--- config.mk ---
export PLATFORM = sky130hd
export DESIGN_NAME = dff_rr_share_ctrl
export DESIGN_NICKNAME = d
export VERILOG_FILES = /design/src/rtl/dff_rr_share_ctrl.sv
export SDC_FILE = /design/constraint.sdc
export NUM_CORES = 1
export LEC_CHECK = 0
export ABC_AREA = 1
export CORE_MARGIN = 5
export CORE_UTILIZATION = 27
export DETAILED_ROUTE_END_ITERATION = 8
export GPL_ROUTABILITY_DRIVEN = 0
export PLACE_DENSITY_LB_ADDON = 0.05
export SYNTH_ARGS = -nofsm -noshare
export SYNTH_HDL_FRONTEND = slang
export SYNTH_SLANG_ARGS = --single-unit
--- constraint.sdc ---
create_clock -name inClk -period 1.7 [get_ports inClk]
set_clock_uncertainty 0.05 [all_clocks]
set_input_delay 0.34 -clock inClk [delete_from_list [all_inputs] [get_ports inClk]]
set_output_delay 0.34 -clock inClk [all_outputs]
set_load 0.005 [all_outputs]
--- src/rtl/dff_rr_share_ctrl.sv ---
// dff_rr_share_ctrl
//   Round-robin owner of a single shared DATA_W-wide capture register.
//   One requester at a time is granted. While granted, its data word is
//   clocked into the shared register on each rising edge for up to
//   HOLD_CYCLES edges, or fewer if it drops its request first. Every grant
//   ends with a mandatory one-cycle RELEASE gap.
//
// Ports
//   inClk     : clock, all state changes on the rising edge
//   inRstN    : asynchronous active-low reset
//   inReq     : level-sensitive request, one bit per requester
//   inData    : requester words, requester i at [i*DATA_W +: DATA_W]
//   outGnt    : registered one-hot grant (or zero)
//   outOwner  : registered index of the current/last owner
//   outQ      : shared capture register
//   outValid  : high for the cycle after each capture edge
//   outBusy   : high whenever the controller is not in IDLE
//
// States
//   IDLE    | no owner; arbitrate on any request at the next edge
//   GRANT   | owner fixed; capture its data each edge until hold expires
//           | or the owner drops its request
//   RELEASE | one-cycle gap; advance the round-robin pointer past the owner

module dff_rr_share_ctrl #(
    parameter int N_REQ       = 4,
    parameter int DATA_W      = 8,
    parameter int HOLD_CYCLES = 2
) (
    input  logic                    inClk,
    input  logic                    inRstN,
    input  logic [N_REQ-1:0]        inReq,
    input  logic [N_REQ*DATA_W-1:0] inData,
    output logic [N_REQ-1:0]        outGnt,
    output logic [2:0]              outOwner,
    output logic [DATA_W-1:0]       outQ,
    output logic                    outValid,
    output logic                    outBusy
);

    typedef enum logic [1:0] {
        IDLE    = 2'd0,
        GRANT   = 2'd1,
        RELEASE = 2'd2
    } stateType;

    localparam logic [3:0] HOLD_LOAD = 4'(HOLD_CYCLES - 1);

    stateType              state;
    stateType              stateNext;
    logic [2:0]            rrPtr;
    logic [2:0]            rrPtrNext;
    logic [3:0]            holdLeft;
    logic [3:0]            holdLeftNext;
    logic [N_REQ-1:0]      gntNext;
    logic [2:0]            ownerNext;
    logic [DATA_W-1:0]     qNext;
    logic                  validNext;

    logic [2:0]            winner;
    logic [N_REQ-1:0]      scanReq;
    logic                  scanFound;
    int                    scanIdx;

    logic [N_REQ-1:0]      ownerMatchReq;
    logic [N_REQ:0][DATA_W-1:0] ownerDataChain;
    logic                  ownerReq;
    logic [DATA_W-1:0]     ownerData;

    // Owner's request bit and data word, selected by a constant-index
    // AND/OR mux so the selection never depends on out-of-range indices.
    assign ownerDataChain[0] = '0;
    for (genvar i = 0; i < N_REQ; i++) begin : gOwnerSel
        assign ownerMatchReq[i]    = inReq[i] & (outOwner == 3'(i));
        assign ownerDataChain[i+1] = ownerDataChain[i] |
                                     ((outOwner == 3'(i)) ? inData[i*DATA_W +: DATA_W] : '0);
    end
    assign ownerReq  = |ownerMatchReq;
    assign ownerData = ownerDataChain[N_REQ];

    // Rotate the request vector so the pointer position sits at bit 0,
    // then take the first set bit; its offset from the pointer (mod N_REQ)
    // is the winner.
    always_comb begin
        winner    = '0;
        scanFound = 1'b0;
        scanIdx   = 0;
        scanReq   = (inReq >> rrPtr) | (inReq << (N_REQ - int'(rrPtr)));
        for (int k = 0; k < N_REQ; k++) begin
            if (!scanFound && scanReq[0]) begin
                scanFound = 1'b1;
                scanIdx   = int'(rrPtr) + k;
                if (scanIdx >= N_REQ) begin
                    scanIdx = scanIdx - N_REQ;
                end
                winner = 3'(scanIdx);
            end
            scanReq = scanReq >> 1;
        end
    end

    always_comb begin
        stateNext    = state;
        rrPtrNext    = rrPtr;
        holdLeftNext = holdLeft;
        gntNext      = outGnt;
        ownerNext    = outOwner;
        qNext        = outQ;
        validNext    = 1'b0;

        case (state)
            IDLE: begin
                if (|inReq) begin
                    gntNext      = {{(N_REQ-1){1'b0}}, 1'b1} << winner;
                    ownerNext    = winner;
                    holdLeftNext = HOLD_LOAD;
                    stateNext    = GRANT;
                end
            end

            GRANT: begin
                if (ownerReq) begin
                    qNext     = ownerData;
                    validNext = 1'b1;
                    if (holdLeft == 4'd0) begin
                        gntNext   = '0;
                        stateNext = RELEASE;
                    end else begin
                        holdLeftNext = holdLeft - 4'd1;
                    end
                end else begin
                    // Owner let go: no capture on this edge, register holds.
                    gntNext   = '0;
                    stateNext = RELEASE;
                end
            end

            RELEASE: begin
                if (int'(outOwner) == N_REQ - 1) begin
                    rrPtrNext = '0;
                end else begin
                    rrPtrNext = outOwner + 3'd1;
                end
                stateNext = IDLE;
            end

            default: begin
                gntNext   = '0;
                stateNext = IDLE;
            end
        endcase
    end

    always_ff @(posedge inClk or negedge inRstN) begin
        if (!inRstN) begin
            state    <= IDLE;
            rrPtr    <= '0;
            holdLeft <= '0;
            outGnt   <= '0;
            outOwner <= '0;
            outQ     <= '0;
            outValid <= 1'b0;
        end else begin
            state    <= stateNext;
            rrPtr    <= rrPtrNext;
            holdLeft <= holdLeftNext;
            outGnt   <= gntNext;
            outOwner <= ownerNext;
            outQ     <= qNext;
            outValid <= validNext;
        end
    end

    assign outBusy = (state != IDLE);

endmodule

# Word-level counts from Yosys, hierarchy flattened
# Cells that the tools add are included.
# op_classes
add_sub_neg,10
n_lt_le_gt_ge,4
n_eq_ne,10
shift,3
muxes,30
bitwise,9
n_reduce_logical,18
# op_table
op,n
two-way mux 8 bit,4
<< shifter 4 x 32 -> 4 bit,1
two-way mux 3 bit,9
two-way mux 4 bit,6
bitwise OR 8 bit,3
">= comparator 4 x 3 -> 1 bit, second input constant",3
case mux 4 bit (3 select lines),1
"subtractor 3 bit, second input constant",4
"adder 3 x 2 -> 4 bit, second input constant",2
case mux 4 bit (2 select lines),1
OR reduction 4 bit,2
"equality test 3 x 2 -> 1 bit, second input constant",2
two-way mux 2 bit,3
"!= test 2 bit, second input constant",3
AND reduction 2 bit,3
two-way mux 1 bit,5
"adder 3 x 1 -> 4 bit, second input constant",1
AND 1 bit,4
logical NOT 4 bit,1
bitwise OR 4 bit,1
case mux 2 bit (2 select lines),1
AND reduction 4 bit,1
nonzero test 2 bit,2
"<< shifter 1 x 3 -> 4 bit, first input constant",1
other kinds (16),20
# totals
ff_bits,25
in_bits,38
output_inout_bits,17
word_cells,91

# Logic depth before layout (Yosys ltp)
# depth
ltp_word,16
ltp_mapped,16
ltp_nobuf,15

# Least setup slack after synthesis
# Ideal clock, no wire load.
# synth_timing
path_type,reg-to-reg
start,reg rrPtr[1]
end,reg outOwner[0]
setup_ps,141
t_arrival_ps,1627
t_required_ps,1509
slack_ps,-118
path_stages_with_launch,15
path_buffers,1
synth_period_minus_slack_ps,1818
cell_sequence,dfrtp_1 > clkbuf_2 > inv_1 > ha_1 > inv_1 > nand2_1 > nand2_1 > nand3_2 > nand3_1 > nor2_2 > nand2_1 > nand3_1 > nand2_1 > nand2_1 > o21ai_0
# synth_via
elab_chain_len,13
word_cells_on_any_way,28
classes_between,add/sub (4); order compare (4); shift (2); mux (11); bitwise (1); reduce/logical (6)
# synth_lines
item,line,rtl
start: declaration,51,logic [2:0] rrPtr;
start signal: assignment,165,rrPtr <= rrPtrNext;
subtractor 3 x 3 -> 4 bit,88,scanReq = (inReq >> rrPtr) | (inReq << (N_REQ - int'(rrPtr)));
<< shifter 4 x 32 -> 4 bit,88,
bitwise OR 4 bit,88,
two-way mux 1 bit,90,if (!scanFound && scanReq[0]) begin
logical NOT 1 bit,90,
logical AND 1 bit,90,
two-way mux 1 bit,90,
logical NOT 1 bit,90,
logical AND 1 bit,90,
two-way mux 1 bit,90,
logical NOT 1 bit,90,
logical AND 1 bit,90,
two-way mux 3 bit *,90,
end signal: assignment,168,outOwner <= ownerNext;
end: declaration,35,"output logic [2:0] outOwner,"
# Every way passes the cells marked *; elsewhere a longest branch is shown, timed or not.
# A chain may end at the register's enable or synchronous reset.

# Worst setup path after layout
# layout_timing
start,reg rrPtr[0]
end,reg outGnt[1]
# layout_via
elab_chain_len,16
word_cells_on_any_way,35
classes_between,add/sub (8); order compare (4); shift (3); mux (13); bitwise (1); reduce/logical (6)
# layout_lines
item,line,rtl
subtractor 3 x 3 -> 4 bit,88,
<< shifter 4 x 32 -> 4 bit,88,
bitwise OR 4 bit,88,
two-way mux 1 bit,90,
logical NOT 1 bit,90,
logical AND 1 bit,90,
two-way mux 1 bit,90,
logical NOT 1 bit,90,
logical AND 1 bit,90,
two-way mux 1 bit,90,
logical NOT 1 bit,90,
logical AND 1 bit,90,
two-way mux 3 bit *,90,
<< shifter 1 x 3 -> 4 bit *,114,"gntNext = {{(N_REQ-1){1'b0}}, 1'b1} << winner;"
two-way mux 4 bit *,113,if (|inReq) begin
case mux 4 bit (3 select lines) *,111,case (state)
end signal: assignment,167,outGnt <= gntNext;
end: declaration,34,"output logic [N_REQ-1:0] outGnt,"
# Every way passes the cells marked *; elsewhere a longest branch is shown, timed or not. The select of a mux whose other input is x is not followed.

==> summary.txt <==
Synth
  – Synth area leader: dfrtp_1
  – Most common flop cell mapped by yosys: dfrtp_1
  – Synth warn: 0
  – Synthesized area: between 0.0015 and 0.002 sq mm
  – Post-synthesis cell type count: 29
  – Syn Nets: between 200 and 300
  – Post-Synthesis Cells: 231
  – Post-synth top area share: 38.0%
  – Most frequent cell after synthesis: nand2_1
  – Post-synthesis sequential area ratio: roughly 38%
  – Syn_area_per_cell: 7.13 sq um
  – Dominant cells by area after synthesis: dfrtp_1 (38%), nand2_1 (21%), inv_1 (5.2%)
  – Async SR Flop Fraction: 100%
  – Post-synth EDFFs: 0
  – Commonest cells in the netlist: nand2_1 (90), dfrtp_1 (25), inv_1 (23)
  – Synthesis-stage register bit count: 25

CTS
  – Clock buffer count from CTS: 3
  – Max clock buf depth: 2
  – Root buf cell: clkbuf_8
  – Clock Latency Late Sink: 0.28 ns
  – Htree depth: 1
  – CTS tree: yes
  – CTS Sinks: 25
  – CTS clk-pin slew, worst paths: ~0.11 ns

Power
  – Static Leakage: about 0.0014 uW
  – Logic gate share of total power: just over 70%
  – Switching Share: 45.0%
  – P_sw: between 2000 and 2500 uW
  – Int Pwr: 2620 uW
  – Clk pwr share: 8.3%
  – Power Density: 1670 mW/mm^2
  – Sequential power share: 20.8%
  – Total power: 4760 uW
  – Max VDD drop: 0.732 mV

Placed design
  – Placed cells: 386
  – Placed cell area: 0.00252 sq mm
  – DP HPWL: just under 4000 um
  – Port Buffers: 54

Finish
  – Post-Layout Cell Count: 401
  – Nets: 371
  – Fin area: 0.00286 sq mm
  – P&R area growth vs syn: 73.4%
  – Fin util: 48.2%
  – Antenna Cells: 0
  – Share of post-route cells with drive strength above 1: 33.7%

Worst setup path
  – Slowest CP cell: dfrtp_2
  – Worst Setup Path Type: flip-flop to flip-flop
  – CP delay by family, top: simple AND/OR/NAND/NOR gates
  – Worst EP arrival: 1.91 ns
  – Worst-path cell chain: inv_8 -> ha_4 -> inv_6 -> nand3_4 -> nand3_4 -> nor2_4 -> nand4_1 -> nand2_2 -> nand2_2 -> o21bai_2
  – Worst path max stage delay: roughly 0.43 ns
  – Critical path required time: between 1.5 and 2 ns
  – Buf/Inv on CP: 2
  – Worst-path fanout max: 4
  – CP Launch Type: flip-flop
  – Critical Path Sink Type: flip-flop

Detailed routing
  – DR vias: 1800
  – Final wirelength: 5340 um
  – Iteration-0 DRC Markers: 66
  – Vias per cell: 4.49
  – DRT antenna net count: 0
  – 1st-pass router iterations: 4
  – WL/cell: about 13 um
  – DRC violations left: 0

Timing
  – Slack of the critical path: -0.0398 ns
  – Headroom to the max-slew limit: approximately three quarters
  – Fin. Hold Viols: 0
  – Period minus WS final: 1.74 ns
  – Worst hold slack: 0.367 ns
  – Slew Limit Fails: 0
  – Max Fclk: roughly 570 MHz
  – Final Cycle Share: 102%
  – Final setup viols: 4
  – RSZ-0062 raised after global routing: true
  – Slew @ Worst Pin: 0.350 ns

GRT
  – Global route overflow: 0
  – Vias in the first global route: roughly 1.7k
  – Initial antenna violation count: 0
  – Largest net degree at the start of global routing: 26
  – Global Route Usage Sum: 13.8%
  – First-pass GRT wire length: 8420 um

Job
  – # Max-Cap Violations: 0

Floorplan
  – Rows: 28
  – Core Region: 0.00592 sq mm
  – Starting Density: 27.8%
  – Ports: 55
  – Die footprint: 0.00776 sq mm
  – Die Wd: 88.1 um
  – Die H: 88.1 um

Min path
  – Hold Path Class: input pin to async pin

Outcome
  – Violated checks: negative setup slack
  – Outcome: finished with violations
==> repair_timing <==
item	CTS	global route
pin swaps	11	24
endpoints found under the setup margin	21	20
hold buffers	0	0
gates cloned	0	0
buffers inserted	7	4
gates resized for setup	23	43
==> final cells by class <==
class | count | area, sq um
inverter | 29 | 129
timing repair buffer | 94 | 845
tap | 75 | 93.8
clock inverter | 1 | 8.76
sequential | 25 | 629
multi-input combinational | 174 | 1110
fill | 588 | 3070
clock buffer | 3 | 41.3
==> cells in the final DEF, fill, tap and decap left out, types with 2 or more instances in the layout <==
master,synthesis,final
dfrtp_1,25,22
nand3_4,0,3
o22ai_1,3,2
a221oi_2,0,3
nand3_2,2,3
nand2_4,0,5
clkdlybuf4s50_1,0,51
o21ai_0,13,9
a221oi_1,8,5
o21ai_1,1,5
nand3_1,13,9
nand2_2,4,14
inv_2,5,8
inv_4,0,3
clkbuf_8,0,3
inv_1,23,16
inv_6,1,2
a21oi_2,0,2
nand4_1,4,4
nor2_2,3,4
buf_6,1,2
nor2_4,2,8
dfrtp_2,0,3
ha_4,0,2
dlygate4sd2_1,0,3
nand2_1,90,75
ha_2,0,2
nor2_1,15,8
ha_1,6,2
buf_4,0,38
==> sequential cells by signal (all words and copies together) (netlist names) <==
| register | count |
|---|---|
| outQ | 8 |
| holdLeft | 4 |
| outGnt | 4 |
| outOwner | 3 |
| rrPtr | 3 |
| state | 2 |
| outValid | 1 |
==> through the flow <==
stage	setup WS, ns	TNS [ns]
finish	-0.0398	-0.115
floorplan	0.000968	0
global placement	-0.373	-4.56
CTS	-0.0401	-0.0830
detailed placement	-0.363	-4.56
global route	-0.168	-1.16
==> final timing paths <==
check / startpoint / endpoint / slack, ns / cells past startpoint
setup / recovery: rrPtr[0] / outGnt[1] / -0.04 / 10
setup reg to reg: rrPtr[0] / outGnt[1] / -0.04 / 10
hold reg to reg: outQ[2] / outQ[2] / 0.44 / 2
max in group asynchronous: inRstN / outOwner[2] / 0.94 / 2
hold / removal: inRstN / outQ[7] / 0.37 / 2
min in group inClk: outQ[2] / outQ[2] / 0.44 / 2
==> layer usage <==
layer  vias up  share of wire (%)  track usage, %
met5         -                  0               0
met4         0               0.39            2.75
met3         2                4.7            3.01
met2        29                 49            22.3
met1       829                 46            19.0
li1        940                  -               -
==> power groups by stage <==
stage | Combinational, uW | Clock [uW] | Sequential (uW)
2_1_floorplan | 1610 | 0 | 961
3_3_place_gp | 2750 | 0 | 988
3_5_place_dp | 2730 | 0 | 986
4_1_cts | 2910 | 419 | 980
5_1_grt | 3740 | 447 | 1020
6_report | 3370 | 397 | 991
==> logic make-up after synthesis <==
group                      after synthesis  synth area share [%]
AOI/OAI and AO/OA                       30                  12.4
xor gates and xnor gates                 2                  1.06
adders and majority gates                6                  4.56
buffers and inverters                   32                  8.21
DFF                                     25                  38.0
and+or+nand+nor                        136                  35.8
No activity file was read; power rests on OpenSTA's default activity.
